$ cat config.mk
export PLATFORM = sky130hd
export DESIGN_NAME = lock_supervisor
export DESIGN_NICKNAME = d
export VERILOG_FILES = /design/src/rtl/lock_supervisor.sv
export SDC_FILE = /design/constraint.sdc
export NUM_CORES = 1
export LEC_CHECK = 0
export CAP_MARGIN = 20
export CORE_MARGIN = 4
export CORE_UTILIZATION = 50
export CTS_CLUSTER_DIAMETER = 30
export DETAILED_ROUTE_END_ITERATION = 8
export PLACE_DENSITY = 0.79
export SETUP_SLACK_MARGIN = 0.1
export SLEW_MARGIN = 20
export SYNTH_ARGS = -nofsm -noshare
export SYNTH_HDL_FRONTEND = slang
export SYNTH_SLANG_ARGS = --single-unit
$ cat constraint.sdc
create_clock -name clk -period 3.7 [get_ports clk]
set_input_delay 0.555 -clock clk [delete_from_list [all_inputs] [get_ports clk]]
set_output_delay 0.555 -clock clk [all_outputs]
set_load 0.02 [all_outputs]
$ cat src/rtl/lock_supervisor.sv
// Front-end controller for the button combination lock: conditions two raw buttons into press
// pulses, judges attempts from the lock's unlock level, and handles open time and lockout.
module lock_supervisor #(
    parameter int unsigned DEB_CYCLES     = 4,
    parameter int unsigned CODE_LEN       = 4,
    parameter int unsigned MAX_FAILS      = 3,
    parameter int unsigned OPEN_CYCLES    = 16,
    parameter int unsigned LOCKOUT_CYCLES = 32
) (
    input  logic       clk,
    input  logic       Reset,
    input  logic       btn0_raw_i,
    input  logic       btn1_raw_i,
    input  logic       lock_out_i,
    output logic       press0_o,
    output logic       press1_o,
    output logic       lock_rst_o,
    output logic       unlocked_o,
    output logic       alarm_o,
    output logic [1:0] fail_cnt_o,
    output logic [3:0] disp_code_o
);

    localparam int unsigned DW   = (DEB_CYCLES > 1) ? $clog2(DEB_CYCLES) : 1;
    localparam int unsigned PW   = $clog2(CODE_LEN + 1);
    localparam int unsigned TMax = (OPEN_CYCLES > LOCKOUT_CYCLES) ? OPEN_CYCLES : LOCKOUT_CYCLES;
    localparam int unsigned TW   = $clog2(TMax + 1);

    typedef enum logic [2:0] {StReady, StCheck, StOpen, StLockout, StClear} state_e;

    logic [1:0]    sync1_q, sync2_q, deb_q, deb_d, deb_dly_q, req;
    logic [DW-1:0] dcnt_q [2];
    logic [DW-1:0] dcnt_d [2];

    state_e        state_q, state_d;
    logic [PW-1:0] press_cnt_q, press_cnt_d;
    logic [1:0]    fail_q, fail_d;
    logic [TW-1:0] timer_q, timer_d;
    logic          chk_q, chk_d;
    logic          press0_q, press1_q, issue0, issue1;
    logic [3:0]    disp_q, disp_d;

    // Level flips only after DEB_CYCLES consecutive cycles of disagreement.
    always_comb begin
        deb_d = deb_q;
        for (int b = 0; b < 2; b++) begin
            dcnt_d[b] = '0;
            if (sync2_q[b] != deb_q[b]) begin
                if (dcnt_q[b] == DW'(DEB_CYCLES - 1)) begin
                    deb_d[b] = sync2_q[b];
                end else begin
                    dcnt_d[b] = dcnt_q[b] + DW'(1);
                end
            end
        end
    end

    assign req    = deb_q & ~deb_dly_q;
    assign issue0 = (state_q == StReady) && req[0] && !req[1];
    assign issue1 = (state_q == StReady) && req[1] && !req[0];

    always_comb begin
        state_d     = state_q;
        press_cnt_d = press_cnt_q;
        fail_d      = fail_q;
        timer_d     = timer_q;
        chk_d       = chk_q;
        unique case (state_q)
            StReady: begin
                if (lock_out_i) begin
                    state_d     = StOpen;
                    press_cnt_d = '0;
                    fail_d      = '0;
                    timer_d     = TW'(OPEN_CYCLES);
                end else if (issue0 || issue1) begin
                    press_cnt_d = press_cnt_q + PW'(1);
                    if (press_cnt_d == PW'(CODE_LEN)) begin
                        state_d = StCheck;
                        chk_d   = 1'b0;
                    end
                end
            end
            StCheck: begin
                if (lock_out_i) begin
                    state_d     = StOpen;
                    press_cnt_d = '0;
                    fail_d      = '0;
                    timer_d     = TW'(OPEN_CYCLES);
                end else if (!chk_q) begin
                    chk_d = 1'b1;
                end else if ((32'(fail_q) + 32'd1) == MAX_FAILS) begin
                    state_d = StLockout;
                    timer_d = TW'(LOCKOUT_CYCLES);
                end else begin
                    fail_d  = fail_q + 2'd1;
                    state_d = StClear;
                end
            end
            StOpen: begin
                if (timer_q <= TW'(1)) begin
                    state_d = StClear;
                end else begin
                    timer_d = timer_q - TW'(1);
                end
            end
            StLockout: begin
                if (timer_q <= TW'(1)) begin
                    fail_d  = '0;
                    state_d = StClear;
                end else begin
                    timer_d = timer_q - TW'(1);
                end
            end
            StClear: begin
                press_cnt_d = '0;
                state_d     = StReady;
            end
            default: state_d = StReady;
        endcase
    end

    // Display tracks the state being entered so it changes on the same edge.
    always_comb begin
        disp_d = 4'h0;
        case (state_d)
            StReady, StCheck: disp_d = 4'(press_cnt_d);
            StOpen:           disp_d = 4'hA;
            StLockout:        disp_d = 4'hE;
            default:          disp_d = 4'h0;
        endcase
    end

    always_ff @(posedge clk) begin
        if (Reset) begin
            sync1_q     <= '0;
            sync2_q     <= '0;
            deb_q       <= '0;
            deb_dly_q   <= '0;
            for (int b = 0; b < 2; b++) dcnt_q[b] <= '0;
            state_q     <= StReady;
            press_cnt_q <= '0;
            fail_q      <= '0;
            timer_q     <= '0;
            chk_q       <= 1'b0;
            press0_q    <= 1'b0;
            press1_q    <= 1'b0;
            disp_q      <= 4'h0;
        end else begin
            sync1_q     <= {btn1_raw_i, btn0_raw_i};
            sync2_q     <= sync1_q;
            deb_q       <= deb_d;
            deb_dly_q   <= deb_q;
            for (int b = 0; b < 2; b++) dcnt_q[b] <= dcnt_d[b];
            state_q     <= state_d;
            press_cnt_q <= press_cnt_d;
            fail_q      <= fail_d;
            timer_q     <= timer_d;
            chk_q       <= chk_d;
            press0_q    <= issue0;
            press1_q    <= issue1;
            disp_q      <= disp_d;
        end
    end

    assign press0_o    = press0_q;
    assign press1_o    = press1_q;
    assign unlocked_o  = (state_q == StOpen);
    assign alarm_o     = (state_q == StLockout);
    assign lock_rst_o  = (state_q == StLockout) || (state_q == StClear);
    assign fail_cnt_o  = fail_q;
    assign disp_code_o = disp_q;

endmodule
==> summary.md, run 1 <==
| Metric | Value |
|---|---|
| Placement row count | `19` |
| Crit-path max FO | `18` |
| Die Y | `62.5 um` |
| # Post-CTS Setup Buffers | `0` |
| Syn_area_per_cell | `~8.6 um2` |
| Buffers on Ports | `15` |
| Final Max Tran Viols | `0` |
| Most frequent cells after synthesis | `dfxtp_1, nor2_1, a21oi_1, nand2_1, nor2b_1` |
| Placeable Area | `2810 um2` |
| Routed WL per cell | `13.4 um` |
| Asr flop ratio synth | `0` |
| Period minus WS final | `2.58 ns` |
| Hold Crit Class | `register to register` |
| Status | `complete, no violations` |
| Post-synth top area cell | `dfxtp_1` |
| Layout net count | `201` |
| Crit path kind | `register to primary output` |
| Worst Path Buf+Inv | `1` |
| Crit end category | `primary output` |
| Max Root-Sink Buffers | `2` |
| Final setup fails | `0` |
| LEAKAGE | `0.654 nW` |
| Diode count | `0` |
| Seq cells post-synth | `33` |
| # clock sinks | `33` |
| Vias in the first global route | `1,214` |
| Final period utilization | `0.698` |
| Mapped Nets | `185` |
| Via density per instance | `5.58` |
| Top-area cell type share of the netlist area | `0.446` |
| Placement Cell Area | `1650 um2` |
| Layout cells sized above 1 | `0.0789` |
| Most common cell in the netlist | `dfxtp_1` |
| Critical path's top delay family | `flip-flops` |
| Routed Antenna Nets | `0` |
| Cell Pwr Density | `507 nW/um2` |
| Skew final | `about 0.0056 ns` |
| Slowest CP cell | `dfxtp_1` |
| RSZ-0062 raised after global routing | `no` |
| TritonCTS Buffers | `5` |
| Post-CTS Resized | `0` |
| WP data required | `3.14 ns` |
| Drt initial violations | `45` |
| Finished Core Util | `0.619` |
| Clk Latency, worst-skew pair | `0.33 ns` |
| Drt drc | `0` |
| Largest stage delay, worst path | `0.68 ns` |
| Synth cell types | `between 40 and 50` |
| Setup_tns | `0 ns` |
| Initial antenna violation count | `0` |
| Max Clock Freq | `387 MHz` |
| Critical Path AT | `2.03 ns` |
| Max Cap Viol | `0` |
| CTS tree | `built` |
| Slew at the pin closest to its max-slew limit | `0.663 ns` |
| Vias | `1,233` |
| Final instance area | `1740 um2` |
| Seq/Total Area, Yosys | `0.446` |
| Peak VDD IR | `285 uV` |
| Area occupied by multi-input gates | `761 um2` |
| DP Wirelength | `2.09 mm` |
| I/O Pins | `16` |
| CTS clk-pin slew, worst paths | `about 0.10 ns` |
| Fillers | `243` |
| Mapped Area | `around 1500 um2` |
| CTS root buffer | `clkbuf_4` |
| Area contributors post-synth | `dfxtp_1, nor2_1, ha_1, nor2b_1, a21oi_1` |
| Most used flip-flop cell after synthesis | `dfxtp_1` |
| Register Area | `661 um2` |
| Largest net degree at the start of global routing | `19` |
| Total track usage | `0.163` |
| Cells after synthesis | `roughly 170` |
| H-Tree Depth | `2` |
| Routed WL | `2.96 mm` |
| Final hold vios | `0` |
| CTS Hold Bufs | `0` |
| Worst setup SP type | `register` |
| P&R area growth vs syn | `17.1%` |
| Ys Warns | `0` |
| Grt total ovfl | `0` |
| First-pass DRT Iterations | `5` |
| EDFF count, synth | `0` |
| Initial Utilization | `0.529` |
| Die area | `3900 um2` |
| Normalized max-slew margin | `0.556` |
| Global-route wire length before repair | `approximately 5 mm` |
| Die Wd | `between 60 and 70 um` |
| Placer Congestion | `around 0.9` |
| CP Cell Sequence | `nand2_1 > nor2_1 > a21o_1 > clkdlybuf4s50_1` |
-- layout make-up --
cell class                 count  area share
inverter                       9      0.0195
multi-input combinational    124       0.438
clock buffer                   7      0.0317
clock inverter                 1      0.0173
timing repair buffer          16      0.0908
sequential                    33       0.380
tap                           31      0.0223
-- worst reg2reg max path: cells and delay by family (launching register included) --
family / cells / cell delay, ns
flops: 1 / 0.68
compound gates: 3 / 0.63
simple gates: 2 / 0.53
-- sequential cells by signal (all words and copies together) (netlist names) --
name and flops:
sync2_q 2, state_q 3, dcnt_q 4, deb_dly_q 2, sync1_q 2, timer_q 6
press_cnt_q 3, press1_o 1, fail_cnt_o 2, deb_q 2, chk_q 1, press0_o 1
disp_code_o 4
-- power breakdown --
group | switching (W) | internal, W | leakage (nW)
clock | 0.000117 | 0.000161 | 0.0455
combinational | 0.000112 | 0.0000828 | 0.340
sequential | 0.0000303 | 0.000377 | 0.268
-- through the flow --
stage	total power [W]	hold WS, ns	setup WS (ns)	cells
floorplan	0.000550	0.397	1.99	173
global placement	0.000598	0.405	1.53	213
detailed placement	0.000606	0.419	1.46	213
CTS	0.000885	0.432	1.11	221
global route	0.000927	0.459	0.963	221
finish	0.000881	0.422	1.12	221
-- layout by cell type (no fill, tap or decap), types with 2 or more instances in the layout --
master | synthesis | final
dfxtp_1 | 33 | 33
nor2_1 | 27 | 27
clkdlybuf4s50_1 | 0 | 15
a21oi_1 | 14 | 14
nand2_1 | 12 | 12
nor2b_1 | 12 | 12
inv_1 | 9 | 9
ha_1 | 7 | 7
nor3_1 | 6 | 6
clkbuf_4 | 0 | 5
xnor2_1 | 4 | 4
or3_1 | 4 | 4
nand2b_1 | 4 | 4
o21ai_0 | 3 | 3
a22oi_1 | 3 | 3
nand3_1 | 2 | 2
nand3b_1 | 2 | 2
mux2i_1 | 2 | 2
-- worst paths after layout --
check / slack, ns / end / startpoint / cells after the start
max reg2reg: 1.78 / fail_cnt_o[1] / state_q[1] / 5
min: 0.42 / dcnt_q[0][2] / dcnt_q[0][2] / 1
max: 1.12 / lock_rst_o / state_q[1] / 4
min reg2reg: 0.42 / dcnt_q[0][2] / dcnt_q[0][2] / 1
-- kinds of logic after synthesis --
kind of cell,share of synthesized area
adder cells (fa/ha/maj),0.0591
buffers and inverters,0.0413
XOR/XNOR,0.0236
AO/OA/AOI/OAI,0.152
flip-flops,0.446
multiplexers,0.0211
AND/OR/NAND/NOR,0.257
-- routing by layer --
layer,vias up,part of all wire,track usage
met4,0,0.027,0.0909
met2,30,0.48,0.270
met5,-,0,0
met3,12,0.050,0.0629
met1,568,0.44,0.178
li1,623,-,-
Note: power is estimated with default switching activity, not from simulation.
==> run 2, diff against run 1 <==
==> constraint.sdc (replaced) <==
create_clock -name clk -period 2.4 [get_ports clk]
set_input_delay 0.36 -clock clk [delete_from_list [all_inputs] [get_ports clk]]
set_output_delay 0.36 -clock clk [all_outputs]
set_load 0.02 [all_outputs]
==> run 2 against run 1 <==
- cell area increased by 1.0%
- clock-buffer cell count unchanged
- worst setup slack got worse by 0.84 ns
- power increased by 55%
- flip-flop and latch count unchanged
- die area unchanged
- hold slack improved by 0.0070 ns
- sequential power increased by 52%
- register-to-register slack got worse by 1.3 ns
- clock skew increased by 0.0010 ns
- clock power increased by 56%
- utilization increased by 0.62 points
- highest routed layer unchanged
==> summary.md, run 2 (synthesis results as in run 1) <==
| Metric | Value |
|---|---|
| Crit end category | `primary output` |
| Placement row count | `19 (unchanged)` |
| Placer Congestion | `0.886 (-1.4%)` |
| Clk Latency, worst-skew pair | `0.33 ns (about the same)` |
| Slowest CP cell | `clkdlybuf4s50_1` |
| Vias in the first global route | `1,143 (-5.8%)` |
| Final setup fails | `0 (unchanged)` |
| # clock sinks | `33 (unchanged)` |
| Buffers on Ports | `15 (unchanged)` |
| Routed WL | `2.95 mm (-0.44%)` |
| Reg with most FFs | `timer_q` |
| Initial Utilization | `0.529 (unchanged)` |
| Period minus WS final | `2.12 ns` |
| Max Clock Freq | `around 470 MHz` |
| FF-to-FF Start | `timer_q[0]` |
| Routed WL per cell | `13.2 um (-1.3%)` |
| LEAKAGE | `0.665 nW (+1.6%)` |
| Dpl cells | `215 (+0.94%)` |
| Diode count | `0 (unchanged)` |
| CTS root buffer | `clkbuf_4` |
| Commonest non-fill, non-tap cell in the layout | `dfxtp_1` |
| Worst setup SP type | `register` |
| Crit path kind | `register to primary output` |
| CP Cell Sequence | `nand2_1 > nor2_1 > a21o_1 > clkdlybuf4s50_1` |
| Max Cap Viol | `0 (unchanged)` |
| I/O Pins | `16 (unchanged)` |
| Die Wd | `62.5 um (unchanged)` |
| Cell Pwr Density | `778 nW/um2 (+53%)` |
| Worst Path Buf+Inv | `1 (unchanged)` |
| Layout net count | `203 (+1.0%)` |
| Global-route wire length before repair | `5.00 mm (-2.2%)` |
| Final Max Tran Viols | `0 (unchanged)` |
| Finished Core Util | `0.625 (+0.00624)` |
| Initial antenna violation count | `0 (unchanged)` |
| P&R area growth vs syn | `18.3%` |
| Via density per instance | `5.50 (-1.4%)` |
| Most frequent cells in the layout | `dfxtp_1, nor2_1, clkdlybuf4s50_1, a21oi_1` |
| Final hold vios | `0 (unchanged)` |
| Vias | `1,227 (-0.49%)` |
| Final period utilization | `0.884` |
| DP Wirelength | `2.09 mm (about the same)` |
| TritonCTS Buffers | `5 (unchanged)` |
| Drt initial violations | `66 (+47%)` |
| Hold Startpoint | `dcnt_q[0][2]` |
| Max Root-Sink Buffers | `2 (unchanged)` |
| Final instance area | `1750 um2 (+1.0%)` |
| Slew at the pin closest to its max-slew limit | `0.506 ns (-0.158 ns)` |
| Critical Path AT | `1.76 ns (-0.27 ns)` |
| Critical path's top delay family | `buffers and inverters` |
| Layout cells sized above 1 | `0.0990 (+0.0200)` |
| Crit-path max FO | `11 (-7)` |
| Die Y | `62.5 um (unchanged)` |
| CTS clk-pin slew, worst paths | `0.09 ns (about the same)` |
| CTS tree | `built` |
| Routed Antenna Nets | `0 (unchanged)` |
| Max FFs per register | `6 (unchanged)` |
| Placeable Area | `2810 um2 (unchanged)` |
| Total track usage | `0.161 (-0.00246)` |
| CTS Hold Bufs | `0 (unchanged)` |
| Hold Crit Class | `register to register` |
| Die area | `3900 um2 (unchanged)` |
| Placement Cell Area | `1670 um2 (+0.91%)` |
| Tot Pwr | `0.00137 W (+55%)` |
| Normalized max-slew margin | `0.659 (+0.103)` |
| Largest stage delay, worst path | `0.59 ns (-0.09 ns)` |
| Fillers | `228 (-6.2%)` |
| Skew final | `0.00657 ns (+0.00101 ns)` |
| Grt total ovfl | `0 (unchanged)` |
| Status | `complete, no violations` |
| Drt drc | `0 (unchanged)` |
| RSZ-0062 raised after global routing | `no` |
| Peak VDD IR | `464 uV (+63%)` |
| Largest net degree at the start of global routing | `14 (-5)` |
| Setup_tns | `0 ns (unchanged)` |
| First-pass DRT Iterations | `4 (-1)` |
| WP data required | `2.04 ns (-1.10 ns)` |
| Non-filler cells, final | `223 (+0.90%)` |
| Crit path from | `state_q[0]` |
| H-Tree Depth | `2 (unchanged)` |
==> run 2: changes by cell type in the layout (fill, tap and decap cells not counted), sizes merged <==
cell / delta
buf: +2
==> run 2: path summary, 6_finish.rpt <==
path	to	slack, ns	depth (start not counted)
max	lock_rst_o	0.28	4
min	dcnt_q[0][2]	0.43	1
max reg2reg	disp_code_o[0]	0.48	7
min reg2reg	dcnt_q[0][2]	0.43	1
==> run 2: worst register-to-register path, cell delays in order (launching register included) <==
cell and delay [ns]:
dfxtp_1 0.46, inv_1 0.07, ha_1 0.25, o21ai_0 0.44
nor2_4 0.08, a31oi_1 0.22, o21bai_1 0.14, nor3_1 0.18
==> run 2: area by class of cell <==
cell class	instances	area, um2	share of cell area
multi-input cells	124	761	0.434
flip-flops and latches	33	663	0.378
repair buffers	18	173	0.0984
clock buffers	7	55.1	0.0314
well taps	31	38.8	0.0221
inverters	9	33.8	0.0193
clock inverters	1	30.0	0.0171
==> run 2: stage by stage <==
stage / worst slack (ns) / hold slack [ns]
after floorplan: 0.749 / 0.397
after global placement: 0.482 / 0.405
after detailed placement: 0.400 / 0.419
after CTS: 0.153 / 0.433
after global routing: 0.159 / 0.445
final: 0.279 / 0.429
==> run 2: power by group <==
group	total (W)	internal [W]	switching, W
Clock	0.000434	0.000249	0.000185
Combinational	0.000311	0.000132	0.000179
Sequential	0.000620	0.000582	0.0000377
Total	0.00137	0.000963	0.000402
==> run 2: metal layers <==
layer | wire length [um] | up-vias | global-route usage
li1 | - | 627 | -
met1 | 1280 | 542 | 0.193
met2 | 1380 | 50 | 0.242
met3 | 231 | 8 | 0.0683
met4 | 59 | 0 | 0.0854
met5 | 0 | - | 0
==> run 2: what timing repair did <==
item                                    CTS  global route
endpoints found under the setup margin    0             2
setup buffers                             0             0
gates resized for setup                   0             2
==> edit (flow settings as in run 2) <==
`OPEN_CYCLES`: 16 -> 32.
--- a/src/rtl/lock_supervisor.sv
+++ b/src/rtl/lock_supervisor.sv
@@ -4,7 +4,7 @@
     parameter int unsigned DEB_CYCLES     = 4,
     parameter int unsigned CODE_LEN       = 4,
     parameter int unsigned MAX_FAILS      = 3,
-    parameter int unsigned OPEN_CYCLES    = 16,
+    parameter int unsigned OPEN_CYCLES    = 32,
     parameter int unsigned LOCKOUT_CYCLES = 32
 ) (
     input  logic       clk,
Formal check against the unedited RTL: no difference found for any inputs over 10 cycles, from zero or initial values and one cycle with Reset high; that may be too few to reach the edited logic, so the function may still have changed.
==> edit against run 2 <==
- via count down 8.8%
- routed wire length fell by 9.7%
- clock skew fell by 1.4 ps
- synthesized area down 5.1%
- setup slack worse by 24 ps
- sequential cell count unchanged
- final area is 7.0% lower
- power fell by 1.9%
- count of clock-buffer cells in the layout fell by 2
- critical path type unchanged
- largest cell class unchanged
- largest power group unchanged
==> edit: results (changes against run 2) <==
[status]
run_status=completed

[min_path]
min_delay_worst_endpoint=dcnt_q[0][0]
hold_path_class=register to register
worstHoldStart=dcnt_q[0][0]
min_path_cells=1  ; unchanged

[setup_path]
crit_arrival_ps=1790  ; +30 ps
worst_r2r_path_depth=6  ; -1
worst-r2r-setup-slack_ps=430  ; -50 ps
timing.critical_path.slowest_cell_delay_ps=600
worstReg2RegEnd=timer_q[1]
kind_of_cell_adding_the_most_delay_to_the_critical_path=buffers and inverters
cp_max_fo=12  ; +1
timing.rr.start=timer_q[0]
critPathSlowestCell=sky130_fd_sc_hd__clkdlybuf4s50_1

[synthesis]
yosys_warnings=0  ; unchanged
synth_async_sr_flop_share_pct=0  ; unchanged
synth_top_cells_by_count=sky130_fd_sc_hd__dfxtp_1, sky130_fd_sc_hd__nor2_1, sky130_fd_sc_hd__inv_1
synth_top_cells_by_area=sky130_fd_sc_hd__dfxtp_1, sky130_fd_sc_hd__ha_1, sky130_fd_sc_hd__nor2_1
yosys-mux-area-fraction_pct=2.84  ; +0.73 points
synth_xor_area_share_pct=1.87  ; -0.50 points
synth_fp_nets=171  ; -7.6%
synth_compound_gate_area_share_pct=13.5  ; -1.7 points
synth.lib_cells_used.distinct=34  ; -17%
ys_seq_area_share_pct=46.9  ; +2.4 points
yosys.area_share.adder_pct=6.22  ; +0.32 points

[placement]
place_hpwl_um=2030  ; -2.9%
port-buffer-count=15  ; unchanged
place_congestion=0.789  ; -11%

[clocking]
clk_pin_slew_ps=90  ; about the same
cts_buffer_depth=2  ; unchanged
htree_levels=2  ; unchanged
clock_tree.root_cell=sky130_fd_sc_hd__clkbuf_4
clock_latency_ps=330  ; about the same
cts_inserted_buffers=5  ; unchanged
post_cts_resized=0  ; unchanged
cts_setup_buffers=0  ; unchanged

[power_and_ir_drop]
p_leak_nw=0.633  ; -4.7%
ir_drop_mv=0.699  ; +51%

[global_routing]
grt_start_max_net_pins=15  ; +1
initial_antenna_violation_count=0  ; unchanged
grt_pass1_vias=1026  ; -10%
grt.total_usage_pct=17.2  ; +1.1 points
grt_pass1_wl_um=4570  ; -8.6%

[route]
detailedRoute.firstIterationViolations=59  ; -11%
routed_via_count_divided_by_cell_count=5.43  ; -1.3%
drt_first_pass_iters=4  ; unchanged
wire_per_inst_um=12.9  ; -2.3%

[finish]
insertedDiodeCount=0  ; unchanged
number_of_flip_flops_in_the_largest_register=6  ; unchanged
nets=189  ; -6.9%
final.fill_count=227  ; -0.44%
regMostFlops=timer_q
drive_above_1_share_pct=6.25  ; -3.6 points

[sta]
setup_viol=0  ; unchanged
clock_skew_ps=5.19  ; -1.38 ps
worst_slew_pin_slew_ps=479  ; -27.1 ps

==> edit: cell types whose count changed after synthesis, sizes merged, moves of 2 or more <==
cell          run 2  this run
nor2             29        20
nor4              1         3
a21oi            14        11
mux2i             2         4
buf               3         1
a221o             0         2
inv               9        12
nand2            12         9
o21ai             5         3
nor2b            12         8
==> edit: per-layer routing <==
metal | wire length [um] | up-vias | GRT usage [%]
li1 | - | 579 | -
met1 | 1210 | 520 | 20.7
met2 | 1290 | 14 | 26.9
met3 | 107 | 6 | 7.34
met4 | 46 | 0 | 7.43
met5 | 0 | - | 0
==> edit: worst max-delay path by stage <==
stage	endpoint	slack (ps)	startpoint	cells after the start
after detailed placement	disp_code_o[2]	380	lock_out_i	6
after CTS	lock_rst_o	120	state_q[1]	4
after global placement	disp_code_o[2]	430	lock_out_i	6
after global routing	lock_rst_o	150	state_q[1]	4
final	lock_rst_o	250	state_q[1]	4
after floorplan	timer_q[1]	620	timer_q[0]	6
==> edit: report_power, final <==
part / internal [mW] / switching (mW)
clock network: 0.101 / 0.170
registers: 0.604 / 0.0682
logic: 0.173 / 0.222
==> edit: cell families (layout without fill, tap and decap cells) <==
kind of cell | after synthesis | in the layout
and+or+nand+nor | 65 | 65
DFF | 33 | 33
AOI/OAI and AO/OA | 29 | 29
buffers and inverters | 18 | 35
adders and majority gates | 7 | 7
muxes | 4 | 4
xor gates and xnor gates | 3 | 3
==> edit: cell type report <==
| cell class | count | area share, % |
|---|---|---|
| clock buffer | 5 | 2.30 |
| clock inverter | 1 | 0.307 |
| inverter | 12 | 2.76 |
| multi-input combinational | 108 | 41.6 |
| sequential | 33 | 40.6 |
| tap | 30 | 2.30 |
| timing repair buffer | 17 | 10.1 |
==> edit: through the flow <==
step	power (mW)	hold slack [ps]	worst slack [ps]	instance area, sq um	cells
2_1_floorplan	0.959	397	619	1410	159
3_3_place_gp	1.06	405	432	1590	200
3_5_place_dp	1.07	420	384	1590	200
4_1_cts	1.34	433	119	1630	206
5_1_grt	1.43	451	146	1630	206
6_report	1.34	422	254	1630	206
